===== src/rtl/mem_ctrl_if.sv =====
`default_nettype none
// ============================================================================
// Module   : mem_ctrl_if
// Purpose  : Bundles the fetch, LSU and byte-wide RAM signals of mem_ctrl.
//            The slave modport is the controller's view; master is the
//            requester/RAM side.
// Revision : 1.0 - initial release
// ============================================================================
interface mem_ctrl_if;
  logic        rdy_in;
  logic        rollback_in;
  logic        if_req_in;
  logic [31:0] if_addr_in;
  logic        if_ok_out;
  logic [31:0] if_data_out;
  logic        lsu_en_in;
  logic [31:0] lsu_addr_in;
  logic [31:0] lsu_data_in;
  logic        lsu_rw_in;
  logic [2:0]  lsu_size_in;
  logic        lsu_ok_out;
  logic [31:0] lsu_data_out;
  logic [31:0] mem_a_out;
  logic [7:0]  mem_dout_out;
  logic        mem_wr_out;
  logic [7:0]  mem_din_in;
  logic        io_buffer_full_in;

  modport slave (
    input  rdy_in, rollback_in, if_req_in, if_addr_in,
           lsu_en_in, lsu_addr_in, lsu_data_in, lsu_rw_in, lsu_size_in,
           mem_din_in, io_buffer_full_in,
    output if_ok_out, if_data_out, lsu_ok_out, lsu_data_out,
           mem_a_out, mem_dout_out, mem_wr_out
  );

  modport master (
    output rdy_in, rollback_in, if_req_in, if_addr_in,
           lsu_en_in, lsu_addr_in, lsu_data_in, lsu_rw_in, lsu_size_in,
           mem_din_in, io_buffer_full_in,
    input  if_ok_out, if_data_out, lsu_ok_out, lsu_data_out,
           mem_a_out, mem_dout_out, mem_wr_out
  );
endinterface
`default_nettype wire


===== src/rtl/mem_ctrl.sv =====
`default_nettype none
// ============================================================================
// Module   : mem_ctrl
// Purpose  : Byte-serial memory controller arbitrating instruction fetch and
//            LSU accesses onto a single byte-wide RAM with one cycle read
//            latency. LSU requests win over fetch; one access in flight.
//            Optional feature: define IO_STALL_EN to hold writes to the
//            I/O window (addr[17:16] == 2'b11) while the UART buffer is full.
// Revision : 1.0 - initial release
// ============================================================================
module mem_ctrl (
  input  logic      clk_in,
  input  logic      rst_n_in,
  mem_ctrl_if.slave bus
);

  typedef enum logic [1:0] {
    IDLE  = 2'd0,
    READ  = 2'd1,
    WRITE = 2'd2
  } state_e;

  // Access sequencing
  state_e      state_q, state_d;
  logic        src_lsu_q, src_lsu_d;
  logic [31:0] base_q, base_d;
  logic [2:0]  size_q, size_d;
  logic [2:0]  cnt_q, cnt_d;
  logic [31:0] wdata_q, wdata_d;
  logic [31:0] rbuf_q, rbuf_d;

  // One-entry LSU pending slot (size stored already normalised)
  logic        pend_valid_q, pend_valid_d;
  logic [31:0] pend_addr_q, pend_addr_d;
  logic [31:0] pend_data_q, pend_data_d;
  logic        pend_rw_q, pend_rw_d;
  logic [2:0]  pend_size_q, pend_size_d;

  // Registered outputs
  logic [31:0] mem_a_q, mem_a_d;
  logic [7:0]  mem_dout_q, mem_dout_d;
  logic        mem_wr_q, mem_wr_d;
  logic        if_ok_q, if_ok_d;
  logic [31:0] if_data_q, if_data_d;
  logic        lsu_ok_q, lsu_ok_d;
  logic [31:0] lsu_data_q, lsu_data_d;

  // Which source of the LSU request was consumed this edge
  logic        take_pend;
  logic        take_in;

  logic        w_lsu_avail;
  logic [31:0] w_req_addr;
  logic [31:0] w_req_data;
  logic        w_req_rw;
  logic [2:0]  w_req_size;
  logic        w_io_block;
  logic [31:0] w_rd_word;
  logic [7:0]  w_wbyte;

  // Sizes other than 1 and 2 behave as a full word
  function automatic logic [2:0] norm_size(input logic [2:0] s);
    case (s)
      3'd1:    norm_size = 3'd1;
      3'd2:    norm_size = 3'd2;
      default: norm_size = 3'd4;
    endcase
  endfunction

  // Present the oldest LSU request: the slot, else a pulse arriving now
  always_comb begin
    w_lsu_avail = pend_valid_q | bus.lsu_en_in;
    if (pend_valid_q) begin
      w_req_addr = pend_addr_q;
      w_req_data = pend_data_q;
      w_req_rw   = pend_rw_q;
      w_req_size = pend_size_q;
    end else begin
      w_req_addr = bus.lsu_addr_in;
      w_req_data = bus.lsu_data_in;
      w_req_rw   = bus.lsu_rw_in;
      w_req_size = norm_size(bus.lsu_size_in);
    end
  end

`ifdef IO_STALL_EN
  assign w_io_block = w_req_rw && (w_req_addr[17:16] == 2'b11) && bus.io_buffer_full_in;
`else
  logic w_unused_io_full;
  assign w_unused_io_full = bus.io_buffer_full_in;
  assign w_io_block       = 1'b0;
`endif

  // Byte (cnt_q - 2) returns on mem_din_in this cycle; merge it into the word.
  // Bytes above the access size are never merged and so stay zero.
  assign w_rd_word = rbuf_q | ({24'd0, bus.mem_din_in} << {cnt_q - 3'd2, 3'b000});
  assign w_wbyte   = wdata_q[{cnt_q[1:0], 3'b000} +: 8];

  // Access FSM: arbitration, address/data sequencing and completion pulses
  always_comb begin
    state_d    = state_q;
    src_lsu_d  = src_lsu_q;
    base_d     = base_q;
    size_d     = size_q;
    cnt_d      = cnt_q;
    wdata_d    = wdata_q;
    rbuf_d     = rbuf_q;
    mem_a_d    = mem_a_q;
    mem_dout_d = mem_dout_q;
    mem_wr_d   = mem_wr_q;
    if_ok_d    = if_ok_q;
    if_data_d  = if_data_q;
    lsu_ok_d   = lsu_ok_q;
    lsu_data_d = lsu_data_q;
    take_pend  = 1'b0;
    take_in    = 1'b0;

    if (bus.rdy_in) begin
      if_ok_d  = 1'b0;
      lsu_ok_d = 1'b0;
      case (state_q)
        IDLE: begin
          mem_wr_d = 1'b0;
          // A flush edge starts nothing; a held write starts on the next edge
          if (!bus.rollback_in) begin
            if (w_lsu_avail) begin
              // A blocked I/O write also holds off fetch to keep ordering
              if (!w_io_block) begin
                take_pend = pend_valid_q;
                take_in   = !pend_valid_q;
                src_lsu_d = 1'b1;
                base_d    = w_req_addr;
                size_d    = w_req_size;
                cnt_d     = 3'd1;
                mem_a_d   = w_req_addr;
                if (w_req_rw) begin
                  state_d    = WRITE;
                  wdata_d    = w_req_data;
                  mem_dout_d = w_req_data[7:0];
                  mem_wr_d   = 1'b1;
                end else begin
                  state_d = READ;
                  rbuf_d  = 32'd0;
                end
              end
            end else if (bus.if_req_in) begin
              state_d   = READ;
              src_lsu_d = 1'b0;
              base_d    = bus.if_addr_in;
              size_d    = 3'd4;
              cnt_d     = 3'd1;
              mem_a_d   = bus.if_addr_in;
              rbuf_d    = 32'd0;
            end
          end
        end

        READ: begin
          // cnt_q counts edges since acceptance: issue while cnt < N,
          // sample byte cnt-2 from cnt = 2, finish at cnt = N + 1
          if (cnt_q < size_q) begin
            mem_a_d = base_q + {29'd0, cnt_q};
          end
          if (cnt_q >= 3'd2) begin
            rbuf_d = w_rd_word;
          end
          if (bus.rollback_in) begin
            state_d = IDLE;
          end else if (cnt_q == size_q + 3'd1) begin
            state_d = IDLE;
            if (src_lsu_q) begin
              lsu_ok_d   = 1'b1;
              lsu_data_d = w_rd_word;
            end else begin
              if_ok_d   = 1'b1;
              if_data_d = w_rd_word;
            end
          end else begin
            cnt_d = cnt_q + 3'd1;
          end
        end

        WRITE: begin
          // Writes are committed to memory, so a flush never cuts them short
          if (cnt_q < size_q) begin
            mem_a_d    = base_q + {29'd0, cnt_q};
            mem_dout_d = w_wbyte;
            mem_wr_d   = 1'b1;
            cnt_d      = cnt_q + 3'd1;
          end else begin
            mem_wr_d = 1'b0;
            lsu_ok_d = 1'b1;
            state_d  = IDLE;
          end
        end

        default: begin
          state_d  = IDLE;
          mem_wr_d = 1'b0;
        end
      endcase
    end
  end

  // Pending slot: captures every LSU pulse, even while the controller is frozen
  always_comb begin
    pend_valid_d = pend_valid_q;
    pend_addr_d  = pend_addr_q;
    pend_data_d  = pend_data_q;
    pend_rw_d    = pend_rw_q;
    pend_size_d  = pend_size_q;
    if (bus.rdy_in) begin
      if (bus.rollback_in && !pend_rw_q) begin
        pend_valid_d = 1'b0;
      end
      if (take_pend) begin
        pend_valid_d = 1'b0;
      end
      if (bus.lsu_en_in && !take_in && !(bus.rollback_in && !bus.lsu_rw_in)) begin
        pend_valid_d = 1'b1;
        pend_addr_d  = bus.lsu_addr_in;
        pend_data_d  = bus.lsu_data_in;
        pend_rw_d    = bus.lsu_rw_in;
        pend_size_d  = norm_size(bus.lsu_size_in);
      end
    end else if (bus.lsu_en_in) begin
      pend_valid_d = 1'b1;
      pend_addr_d  = bus.lsu_addr_in;
      pend_data_d  = bus.lsu_data_in;
      pend_rw_d    = bus.lsu_rw_in;
      pend_size_d  = norm_size(bus.lsu_size_in);
    end
  end

  // State and output registers; reset clears everything without a clock
  always_ff @(posedge clk_in or negedge rst_n_in) begin
    if (!rst_n_in) begin
      state_q      <= IDLE;
      src_lsu_q    <= 1'b0;
      base_q       <= 32'd0;
      size_q       <= 3'd0;
      cnt_q        <= 3'd0;
      wdata_q      <= 32'd0;
      rbuf_q       <= 32'd0;
      pend_valid_q <= 1'b0;
      pend_addr_q  <= 32'd0;
      pend_data_q  <= 32'd0;
      pend_rw_q    <= 1'b0;
      pend_size_q  <= 3'd0;
      mem_a_q      <= 32'd0;
      mem_dout_q   <= 8'd0;
      mem_wr_q     <= 1'b0;
      if_ok_q      <= 1'b0;
      if_data_q    <= 32'd0;
      lsu_ok_q     <= 1'b0;
      lsu_data_q   <= 32'd0;
    end else begin
      state_q      <= state_d;
      src_lsu_q    <= src_lsu_d;
      base_q       <= base_d;
      size_q       <= size_d;
      cnt_q        <= cnt_d;
      wdata_q      <= wdata_d;
      rbuf_q       <= rbuf_d;
      pend_valid_q <= pend_valid_d;
      pend_addr_q  <= pend_addr_d;
      pend_data_q  <= pend_data_d;
      pend_rw_q    <= pend_rw_d;
      pend_size_q  <= pend_size_d;
      mem_a_q      <= mem_a_d;
      mem_dout_q   <= mem_dout_d;
      mem_wr_q     <= mem_wr_d;
      if_ok_q      <= if_ok_d;
      if_data_q    <= if_data_d;
      lsu_ok_q     <= lsu_ok_d;
      lsu_data_q   <= lsu_data_d;
    end
  end

  assign bus.mem_a_out    = mem_a_q;
  assign bus.mem_dout_out = mem_dout_q;
  assign bus.mem_wr_out   = mem_wr_q;
  assign bus.if_ok_out    = if_ok_q;
  assign bus.if_data_out  = if_data_q;
  assign bus.lsu_ok_out   = lsu_ok_q;
  assign bus.lsu_data_out = lsu_data_q;

endmodule
`default_nettype wire


===== src/flat_wrapper.sv =====
// flat-port wrapper written by rule: the top's interface ports become plain ports
module mem_ctrl_flat 
  (clk_in, rst_n_in, bus_rdy_in, bus_rollback_in, bus_if_req_in, bus_if_addr_in, bus_lsu_en_in, bus_lsu_addr_in, bus_lsu_data_in, bus_lsu_rw_in, bus_lsu_size_in, bus_mem_din_in, bus_io_buffer_full_in, bus_if_ok_out, bus_if_data_out, bus_lsu_ok_out, bus_lsu_data_out, bus_mem_a_out, bus_mem_dout_out, bus_mem_wr_out);
  mem_ctrl_if bus_i ();
  input  logic clk_in;
  input  logic rst_n_in;
  input wire logic [$bits(bus_i.rdy_in)-1:0] bus_rdy_in;
  input wire logic [$bits(bus_i.rollback_in)-1:0] bus_rollback_in;
  input wire logic [$bits(bus_i.if_req_in)-1:0] bus_if_req_in;
  input wire logic [$bits(bus_i.if_addr_in)-1:0] bus_if_addr_in;
  input wire logic [$bits(bus_i.lsu_en_in)-1:0] bus_lsu_en_in;
  input wire logic [$bits(bus_i.lsu_addr_in)-1:0] bus_lsu_addr_in;
  input wire logic [$bits(bus_i.lsu_data_in)-1:0] bus_lsu_data_in;
  input wire logic [$bits(bus_i.lsu_rw_in)-1:0] bus_lsu_rw_in;
  input wire logic [$bits(bus_i.lsu_size_in)-1:0] bus_lsu_size_in;
  input wire logic [$bits(bus_i.mem_din_in)-1:0] bus_mem_din_in;
  input wire logic [$bits(bus_i.io_buffer_full_in)-1:0] bus_io_buffer_full_in;
  output wire logic [$bits(bus_i.if_ok_out)-1:0] bus_if_ok_out;
  output wire logic [$bits(bus_i.if_data_out)-1:0] bus_if_data_out;
  output wire logic [$bits(bus_i.lsu_ok_out)-1:0] bus_lsu_ok_out;
  output wire logic [$bits(bus_i.lsu_data_out)-1:0] bus_lsu_data_out;
  output wire logic [$bits(bus_i.mem_a_out)-1:0] bus_mem_a_out;
  output wire logic [$bits(bus_i.mem_dout_out)-1:0] bus_mem_dout_out;
  output wire logic [$bits(bus_i.mem_wr_out)-1:0] bus_mem_wr_out;
  assign bus_i.rdy_in = bus_rdy_in;
  assign bus_i.rollback_in = bus_rollback_in;
  assign bus_i.if_req_in = bus_if_req_in;
  assign bus_i.if_addr_in = bus_if_addr_in;
  assign bus_i.lsu_en_in = bus_lsu_en_in;
  assign bus_i.lsu_addr_in = bus_lsu_addr_in;
  assign bus_i.lsu_data_in = bus_lsu_data_in;
  assign bus_i.lsu_rw_in = bus_lsu_rw_in;
  assign bus_i.lsu_size_in = bus_lsu_size_in;
  assign bus_i.mem_din_in = bus_mem_din_in;
  assign bus_i.io_buffer_full_in = bus_io_buffer_full_in;
  assign bus_if_ok_out = bus_i.if_ok_out;
  assign bus_if_data_out = bus_i.if_data_out;
  assign bus_lsu_ok_out = bus_i.lsu_ok_out;
  assign bus_lsu_data_out = bus_i.lsu_data_out;
  assign bus_mem_a_out = bus_i.mem_a_out;
  assign bus_mem_dout_out = bus_i.mem_dout_out;
  assign bus_mem_wr_out = bus_i.mem_wr_out;
  mem_ctrl u_core (.clk_in(clk_in), .rst_n_in(rst_n_in), .bus(bus_i));
endmodule

===== config.mk =====
export PLATFORM = sky130hd
export DESIGN_NAME = mem_ctrl_flat
export DESIGN_NICKNAME = d
export VERILOG_FILES = /design/src/rtl/mem_ctrl_if.sv /design/src/rtl/mem_ctrl.sv /design/src/flat_wrapper.sv
export SDC_FILE = /design/constraint.sdc
export NUM_CORES = 1
export LEC_CHECK = 0
export BUFFER_PORTS_ARGS = -buffer_cell sky130_fd_sc_hd__buf_2
export CAP_MARGIN = 25
export CORE_MARGIN = 10
export CORE_UTILIZATION = 30
export CTS_CLUSTER_SIZE = 25
export DETAILED_ROUTE_END_ITERATION = 10
export PLACE_DENSITY_LB_ADDON = 0.05
export SYNTH_ARGS = -nofsm -noshare
export SYNTH_HDL_FRONTEND = slang
export SYNTH_SLANG_ARGS = --single-unit
export TNS_END_PERCENT = 100

===== constraint.sdc =====
create_clock -name clk_in -period 5.09 [get_ports clk_in]
set_input_delay 0.2545 -clock clk_in [delete_from_list [all_inputs] [get_ports clk_in]]
set_output_delay 0.2545 -clock clk_in [all_outputs]
set_load 0.05 [all_outputs]

==> results.md <==
* Outcome: completed
* # Post-CTS Setup Buffers at 0
* Final wirelength at 40300 µm
* Fin crit period at 3.15 ns
* Clock Sinks at 281
* Startpoint class of the critical path: register
* Gr ovfl total at 0
* Worst-path fanout max at 17
* Mapped Nets at 1398
* DRT Pass-1 Iters at 4
* Ys flop type: dfrtp_1
* Routed Antenna Nets at 0
* Relative slew slack at 30.2%
* Seq/Total Area, Yosys at 53.5%
* Number of global-route vias before repair at 10655
* Finished Layout Cells at 2137
* Share of cells above drive strength 1 at 25.6%
* Initial antenna violation count at 4
* Layout area overhead at 27.0%
* Pwr dens at 652 nW/µm²
* Clock transition at path regs at 0.06 ns
* Hold Vio Cnt, Final at 0
* Port Buf Inserts at 220
* Net Sw Frac at 43.5%
* Synthesized area per cell at 10.4 µm²
* Initial DRC Count at 505
* FILL cells at 4450
* Site Rows at 76
* Worst path arrival time at 3.61 ns
* Root Driver: clkbuf_16
* Post-synth EDFFs at 0
* Tcrit/Tclk final at 61.9%
* Yosys warns at 0
* Fin util at 38.7%
* M2 GR Usage at 23.7%
* Worst Skew at 0.0130 ns
* Register share of total power at 34.3%
* Fmax at 317 MHz
* CTS resizes at 0
* WP data required at 5.55 ns
* Mapped Cells at 1269
* Largest net degree at the start of global routing at 155
* Fin nets at 1658
* CTS tree: done
* DR vias/cell at 4.77
* First-pass GRT wire length at 63800 µm
* Fin. max-slew vios at 0
* Slew @ Worst Pin at 1.04 ns
* Worst IR Drop VDD at 0.226 mV
* R2R Setup Slk at 1.94 ns
* Synthesized cell area at 13100 µm²
* GRT Max-Usage Layer: met2
* Met3 global-route usage at 3.33%
* Endpoint class of the critical path: register
* Max-cap violations at 0
* Initial Util at 30.5%
* Die Y at 229 µm
* Global-route met1 utilization at 20.8%
* PnR worst setup slack at 1.94 ns
* Pre-CTS WS at 1.76 ns
* Kind of critical path: reg2reg
* Clk pwr share at 23.6%
* Num CTS Buffers at 37
* Die Area at 52600 µm²
* GRT Util Overall at 15.3%
* Die width at 229 µm
* Routability cong. at 0.764
* Routed len/inst at 18.9 µm
* Dpl cells at 2008
* Post-DP HPWL at 27600 µm
* Hold_buf cts at 67
* Post-synthesis register bit count at 281
* # setup viols final at 0
* Synth cell types at 62
* Fraction of registers with async set/reset at 100%
* Worst Hold Class: in2reg
* Comb pwr share at 42.1%
* Clock H-tree levels at 2
* Core footprint at 43200 µm²
* # DRC at 0
* Via Count at 10187
* Setup TNS Final at 0 ns
* Pint at 6.15 mW
* Clk Latency, worst-skew pair at 0.54 ns
* Sw Pwr at 4.73 mW
* I/O pin total at 222
* Leak at 7.73 nW
* Unrepaired setup endpoints after global routing: no
* Clock Tree Buf Depth at 3
==> metrics by stage <==
stage / cell area, µm² / total power [mW] / hold WS, ns
finish: 16700 / 10.9 / 0.0309
global route: 16700 / 11.7 / 0.00942
CTS: 16700 / 11.1 / 0.00213
detailed placement: 14800 / 8.41 / 0.275
global placement: 14800 / 8.35 / 0.272
floorplan: 13100 / 7.01 / -0.0411
==> cell type report <==
cell class                      count  area, µm²  area share [%]
Clock inverter                      6       83.8           0.502
Clock buffer                       55       1100            6.56
Tap cell                          585        732            4.38
Antenna cell                        1       2.50          0.0150
Inverter                           23       86.3           0.517
Timing Repair Buffer              304       1940            11.6
Sequential cell                   281       7040            42.1
Multi-Input combinational cell    882       5720            34.3
==> power by group through the flow <==
| stage | sequential, mW | clock, mW | combinational [mW] |
|---|---|---|---|
| 3_5_place_dp | 3.79 | 0 | 4.62 |
| 5_1_grt | 3.87 | 2.75 | 5.04 |
| 4_1_cts | 3.75 | 2.66 | 4.68 |
| 3_3_place_gp | 3.77 | 0 | 4.57 |
| 6_report | 3.73 | 2.57 | 4.58 |
| 2_1_floorplan | 4.85 | 0 | 2.15 |
==> layout by cell type, fill, tap and decap left out, drive strengths merged, types with 6 or more instances in the layout <==
cell         count
mux2            87
mux2i           77
o21ai          133
nand2          149
or3              7
xor2             8
nand4           11
nor2b            9
a21oi          134
xnor2           17
dlygate4sd3     67
dfrtp          281
inv             23
and3             6
clkbuf          55
nand2b           6
o211ai           7
nor2           105
nand3           16
nor3            12
buf            237
mux4             8
ha              13
nor4            10
==> synth_stat cells (9+ instances only) <==
cell	number	area [µm²]
clkbuf_1	49	184
o21ai_0	130	651
buf_1	18	67.6
dfrtp_1	281	7030
inv_1	22	82.6
nor2_1	105	394
nor3_1	11	55.1
xnor2_1	17	149
ha_1	13	163
nand4_1	10	62.6
nand2_1	149	559
mux2_2	87	980
nor4_1	9	56.3
nand3_1	16	80.1
a21oi_1	134	671
nor2b_1	9	56.3
buf_2	14	70.1
mux2i_1	77	771
==> registers in the layout, indices dropped and copies added (netlist names) <==
name,count
u_core.base_q,32
u_core.bus.if_data_out,32
u_core.bus.lsu_data_out,32
u_core.bus.mem_a_out,32
u_core.pend_addr_q,32
u_core.pend_data_q,32
u_core.rbuf_q,32
u_core.wdata_q,32
u_core.bus.mem_dout_out,8
u_core.cnt_q,3
u_core.pend_size_q,3
u_core.size_q,3
u_core.state_q,2
u_core.bus.if_ok_out,1
u_core.bus.lsu_ok_out,1
u_core.bus.mem_wr_out,1
u_core.pend_rw_q,1
u_core.pend_valid_q,1
u_core.src_lsu_q,1
==> cell families (layout without fill, tap and decap cells) <==
| kind of cell | count (synthesis) | in the layout | share of synthesized area [%] |
|---|---|---|---|
| xor gates and xnor gates | 26 | 26 | 1.85 |
| and+or+nand+nor | 352 | 352 | 12.1 |
| DFF | 281 | 281 | 53.5 |
| AOI/OAI and AO/OA | 318 | 318 | 13.3 |
| adders and majority gates | 14 | 14 | 1.39 |
| buffers and inverters | 106 | 388 | 3.20 |
| muxes | 172 | 172 | 14.7 |
| other | 0 | 1 | 0 |
==> worst max-delay path, cell delays in order, from the launching register on <==
cell,delay [ns]
dfrtp_1,0.92
inv_1,0.18
ha_1,0.38
nor3b_2,0.53
inv_1,0.11
nor4_2,0.70
a21oi_1,0.16
nor2_1,0.12
==> routing by layer <==
metal,up-vias,wire (µm)
li1,4980,-
met1,4946,19400
met2,190,18200
met3,65,1810
met4,6,922
met5,-,34
==> path summary, 6_finish.rpt <==
check / cells after the start / from / endpoint
setup / recovery: 7 / u_core.cnt_q[1] / u_core.rbuf_q[20]
hold / removal: 2 / bus_lsu_data_in[15] / u_core.pend_data_q[15]
setup reg to reg: 7 / u_core.cnt_q[1] / u_core.rbuf_q[20]
hold reg to reg: 2 / u_core.bus.if_data_out[1] / u_core.bus.if_data_out[1]
max in group asynchronous: 3 / rst_n_in / u_core.pend_data_q[3]
min in group asynchronous: 2 / rst_n_in / u_core.pend_addr_q[16]
(Power assumes the default switching activity.)
